==> src/rtl/bcd_display_counter.sv <==
// bcd_display_counter: four-digit up/down counter that feeds per-digit
// 7-segment decoders. A built-in prescaler sets the step rate: one count
// step every TICK_DIV clocks while enabled. Clear, parallel load and
// enable/direction come from board switches and keys.
//
// Optional build macro: COUNTER_HEX_MODE_EN
//   undefined (default) : BCD digits 0..9, load nibbles above 9 saturate to 9
//   defined             : hex digits 0..F, load nibbles taken unmodified
//
// Priority on every cycle: reset > clear > load > count step.
// Only the count step depends on en; clear and load act regardless of it.
module bcd_display_counter #(
  parameter int TICK_DIV = 50000000,
  parameter int TICK_W   = 26
) (
  input  logic        clk,
  input  logic        reset,
  input  logic        en,
  input  logic        up,
  input  logic        clear,
  input  logic        load,
  input  logic [15:0] load_val,
  output logic [15:0] digits,
  output logic        tick,
  output logic        carry
);

`ifdef COUNTER_HEX_MODE_EN
  localparam logic [3:0] DIG_MAX = 4'hF;
`else
  localparam logic [3:0] DIG_MAX = 4'h9;
`endif

  // Prescaler value on which the next enabled edge applies a count step.
  localparam logic [TICK_W-1:0] PRESC_LAST = TICK_W'(TICK_DIV - 1);

  logic [TICK_W-1:0] r_presc;
  logic [15:0]       r_digits;
  logic              r_tick;
  logic              r_carry;

  logic              w_step;
  logic [15:0]       w_step_digits;
  logic              w_ripple;
  logic [15:0]       w_load_digits;

  assign w_step = en && (r_presc == PRESC_LAST);

  // Next digit value for one step: ripple carry/borrow from digit 0 upward
  // within the same cycle; a ripple out of digit 3 is the wrap indication.
  always_comb begin
    w_step_digits = r_digits;
    w_ripple      = 1'b1;
    for (int i = 0; i < 4; i++) begin
      if (w_ripple) begin
        if (up) begin
          if (r_digits[4*i +: 4] == DIG_MAX) begin
            w_step_digits[4*i +: 4] = 4'h0;
          end else begin
            w_step_digits[4*i +: 4] = r_digits[4*i +: 4] + 4'h1;
            w_ripple                = 1'b0;
          end
        end else begin
          if (r_digits[4*i +: 4] == 4'h0) begin
            w_step_digits[4*i +: 4] = DIG_MAX;
          end else begin
            w_step_digits[4*i +: 4] = r_digits[4*i +: 4] - 4'h1;
            w_ripple                = 1'b0;
          end
        end
      end
    end
  end

  // Load value conditioning: saturate each nibble to the digit maximum so
  // the digit register never holds an out-of-range code.
  always_comb begin
    w_load_digits = load_val;
    for (int i = 0; i < 4; i++) begin
      if (load_val[4*i +: 4] > DIG_MAX) begin
        w_load_digits[4*i +: 4] = DIG_MAX;
      end
    end
  end

  // Counter state: prescaler, digits and the registered tick/carry pulses.
  always_ff @(posedge clk) begin
    if (reset) begin
      r_presc  <= '0;
      r_digits <= 16'h0000;
      r_tick   <= 1'b0;
      r_carry  <= 1'b0;
    end else if (clear) begin
      r_presc  <= '0;
      r_digits <= 16'h0000;
      r_tick   <= 1'b0;
      r_carry  <= 1'b0;
    end else if (load) begin
      r_presc  <= '0;
      r_digits <= w_load_digits;
      r_tick   <= 1'b0;
      r_carry  <= 1'b0;
    end else if (w_step) begin
      r_presc  <= '0;
      r_digits <= w_step_digits;
      r_tick   <= 1'b1;
      r_carry  <= w_ripple;
    end else begin
      if (en) begin
        r_presc <= r_presc + TICK_W'(1);
      end
      r_tick  <= 1'b0;
      r_carry <= 1'b0;
    end
  end

  assign digits = r_digits;
  assign tick   = r_tick;
  assign carry  = r_carry;

endmodule
==> config.mk <==
export PLATFORM = sky130hd
export DESIGN_NAME = bcd_display_counter
export DESIGN_NICKNAME = d
export VERILOG_FILES = /design/src/rtl/bcd_display_counter.sv
export SDC_FILE = /design/constraint.sdc
export NUM_CORES = 1
export LEC_CHECK = 0
export BUFFER_PORTS_ARGS = -buffer_cell sky130_fd_sc_hd__buf_2
export CORE_MARGIN = 4
export CORE_UTILIZATION = 60
export DETAILED_ROUTE_END_ITERATION = 8
export PLACE_DENSITY = 0.81
export SETUP_SLACK_MARGIN = 0.4
export SLEW_MARGIN = 20
export SYNTH_ARGS = -nofsm -noshare
export SYNTH_HDL_FRONTEND = slang
export SYNTH_SLANG_ARGS = --single-unit
==> constraint.sdc <==
create_clock -name clk -period 4.4 [get_ports clk]
set_clock_uncertainty 0.05 [all_clocks]
set_input_delay 0.44 -clock clk [delete_from_list [all_inputs] [get_ports clk]]
set_output_delay 0.44 -clock clk [all_outputs]
set_load 0.02 [all_outputs]
==> out/summary.json <==
{
  "critPathRequiredTime_ns": 4.55,
  "route.detailed.wl_per_inst_um": 15.2,
  "setup-violations-final": 0,
  "tritoncts": "done",
  "setup.worst_path.class": "flip-flop to flip-flop",
  "globalplace.congestion": 0.921,
  "synthDominantCellAreaShare_pct": 32.3,
  "final_hold_viol_count": 0,
  "number_of_global_route_vias_before_repair": 2348,
  "worstSetupEndpointType": "flip-flop",
  "drt-vias-per-instance": 6.10,
  "synth_most_common_cell": "sky130_fd_sc_hd__dfxtp_1",
  "initial_core_util_pct": 62.2,
  "die_height_um": 75.4,
  "worstRegToRegCells": 5,
  "die_x_um": 75.4,
  "max_clock_freq_mhz": 384,
  "leakagePower_nw": 1.08,
  "final_max_slew_viols": 0,
  "grt_first_pass_wirelength_um": 10700,
  "start_kind": "flip-flop",
  "slew-limit-headroom_pct": 44.2,
  "synth.lib_cells_used.distinct": 57,
  "n_antenna_cell": 0,
  "dominantRegCellSynth": "sky130_fd_sc_hd__dfxtp_1",
  "clock_insertion_delay_worst_skew_ns": 0.30,
  "cell_by_cell_trace_of_the_critical_path": "or4_4 > nor4_4 > nand4_2 > or4_1 > and4_1",
  "synth_top_cell_by_area": "sky130_fd_sc_hd__dfxtp_1",
  "initial_antenna_violation_count": 0,
  "cts.path.max_buffers": 2,
  "total_power_density_per_cell_area_nw_per_um2": 270,
  "power.share.sequential_pct": 51.3,
  "final_nets": 385,
  "total_negative_slack_for_setup_checks_ns": 0,
  "asyncSetResetFlopFracSynth_pct": 0,
  "grt.total_usage_pct": 23.9,
  "worstPathMaxFanout": 11,
  "max_cap_violations": 0,
  "worstHoldPathCells": 3,
  "status": "finished clean",
  "synthesized_area_sq_um": 2730,
  "routed_wirelength_um": 6310,
  "floorplan.rows": 24,
  "post-dp-hpwl_um": 4540,
  "setup_repair_after_global_routing_missed_its_margin": "false",
  "drc": 0,
  "critical_path_arrival_ns": 2.76,
  "synth.yosys.seq_area_share_pct": 32.3,
  "clkTransAtPathRegs_ns": 0.08,
  "cts_setup_buffers": 0,
  "drt_pass1_iterations": 5,
  "ys_top_cells_by_count": "sky130_fd_sc_hd__dfxtp_1, sky130_fd_sc_hd__nor2_1, sky130_fd_sc_hd__nand2_1",
  "ir_drop_mv": 0.156,
  "finalWorstPathRequiredPeriod_ns": 2.61,
  "clkSinkCount": 44,
  "detailroute.via_count": 2533,
  "timing.critical_path.slowest_cell_delay_ns": 0.60,
  "clock_tree.root_cell": "sky130_fd_sc_hd__clkbuf_8",
  "floorplan.core_area_sq_um": 4380,
  "ys_seq_elements": 44,
  "drive_gt1_share_pct": 16.3,
  "grt_overflow_total": 0,
  "h_tree_level_count": 2,
  "totalPowerFinal_uw": 809,
  "syn_avg_cell_area_sq_um": 8.10,
  "cts_buffer_count": 5,
  "largest_net_degree_at_the_start_of_global_routing": 30,
  "combinationalPowerShare_pct": 10.1,
  "period_share_pct": 59.3,
  "hold-worst-slack_ns": 0.327,
  "finish.instance_area_sq_um": 2990,
  "post_synth_inst_count": 337,
  "routed_antenna_nets": 0,
  "power.clock.fraction_pct": 38.6,
  "worstMarginPinSlew_ns": 0.835,
  "synth_enable_flop_cells": 0,
  "ios": 40,
  "internal_power_uw": 605,
  "hold_class": "input pin to flip-flop",
  "die_outline_area_sq_um": 5690,
  "drt_iter0_markers": 172,
  "port_buffer_count": 39,
  "timing.critical_path.slowest_stage_cell": "sky130_fd_sc_hd__or4_1",
  "detailed_place.area_sq_um": 2890,
  "ctsHoldBuffers": 0,
  "net-switching-power_uw": 205,
  "power.share.switching_pct": 25.3,
  "cts-resized-gates": 0,
  "synth_nets": 360,
  "netlist_top_cells_area": "sky130_fd_sc_hd__dfxtp_1, sky130_fd_sc_hd__xor2_1, sky130_fd_sc_hd__nor2_1, sky130_fd_sc_hd__xnor2_1, sky130_fd_sc_hd__o21ai_0",
  "number_of_warnings_issued_by_yosys": 0,
  "layout-area-overhead-vs-synth_pct": 9.67
}
[cell families after synthesis]
kind of cell,count (synthesis),share of synthesized area [%]
multiplexers,5,1.93
flip-flops,44,32.3
AND/OR/NAND/NOR,152,32.0
buffers and inverters,31,5.18
AO/OA/AOI/OAI,73,18.2
adder cells (fa/ha/maj),1,0.458
XOR/XNOR,31,9.95
[final timing paths]
kind | to | slack [ns] | startpoint
setup / recovery | digits[13] | 1.79 | r_presc[8]
hold / removal | digits[9] | 0.33 | load_val[9]
setup reg to reg | digits[13] | 1.79 | r_presc[8]
hold reg to reg | r_presc[22] | 0.47 | r_presc[22]
[power by group through the flow]
stage	clock (mW)	sequential (mW)	combinational, mW
6_report	0.312	0.415	0.0820
5_1_grt	0.335	0.417	0.0909
4_1_cts	0.319	0.415	0.0817
3_5_place_dp	0	0.424	0.0811
3_3_place_gp	0	0.424	0.0793
2_1_floorplan	0	0.423	0.0555
[sequential cells by signal, summed over array words and instances, names as in the netlist]
register / flops
digits: 16
carry: 1
tick: 1
r_presc: 26
[critical path, delay by kind of cell (launching register included)]
kind	cells	cell delay, ns
and+or+nand+nor	5	2.10
DFF	1	0.35
[routing by layer]
metal	part of all wire, %	vias up	GRT usage (%)
met5	0	-	0
met1	44	1166	30.9
li1	-	1287	-
met4	1.6	0	11.5
met3	5.1	9	3.43
met2	49	71	39.1
[layout by cell type, fill, tap and decap left out, drive strengths merged, types with 6 or more instances in the layout]
cell type and instances:
clkbuf 6, buf 39, nand2 20, nor2 37, nor3 10, nand3 15
xnor2 14, and2 8, xor2 17, o21ai 19, nand4 11, nand3b 7
or4 9, a21oi 13, o31ai 6, nor4 9, dfxtp 44, inv 10
[final cells by class]
cell class | count | area, sq um
Clock buffer | 6 | 72.6
Clock inverter | 2 | 35.0
Fill cell | 394 | 1390
Inverter | 10 | 37.5
Multi-Input combinational cell | 262 | 1710
Sequential cell | 44 | 881
Tap cell | 52 | 65.1
Timing Repair Buffer | 39 | 195
[through the flow]
stage | cells | worst slack, ns | util, %
6_report | 415 | 1.79 | 68.3
2_1_floorplan | 337 | 2.07 | -
4_1_cts | 415 | 1.80 | 68.3
5_1_grt | 415 | 1.68 | 68.3
3_3_place_gp | 407 | 1.74 | 65.8
3_5_place_dp | 407 | 1.62 | 65.8
Note: power is estimated with default switching activity, not from simulation.
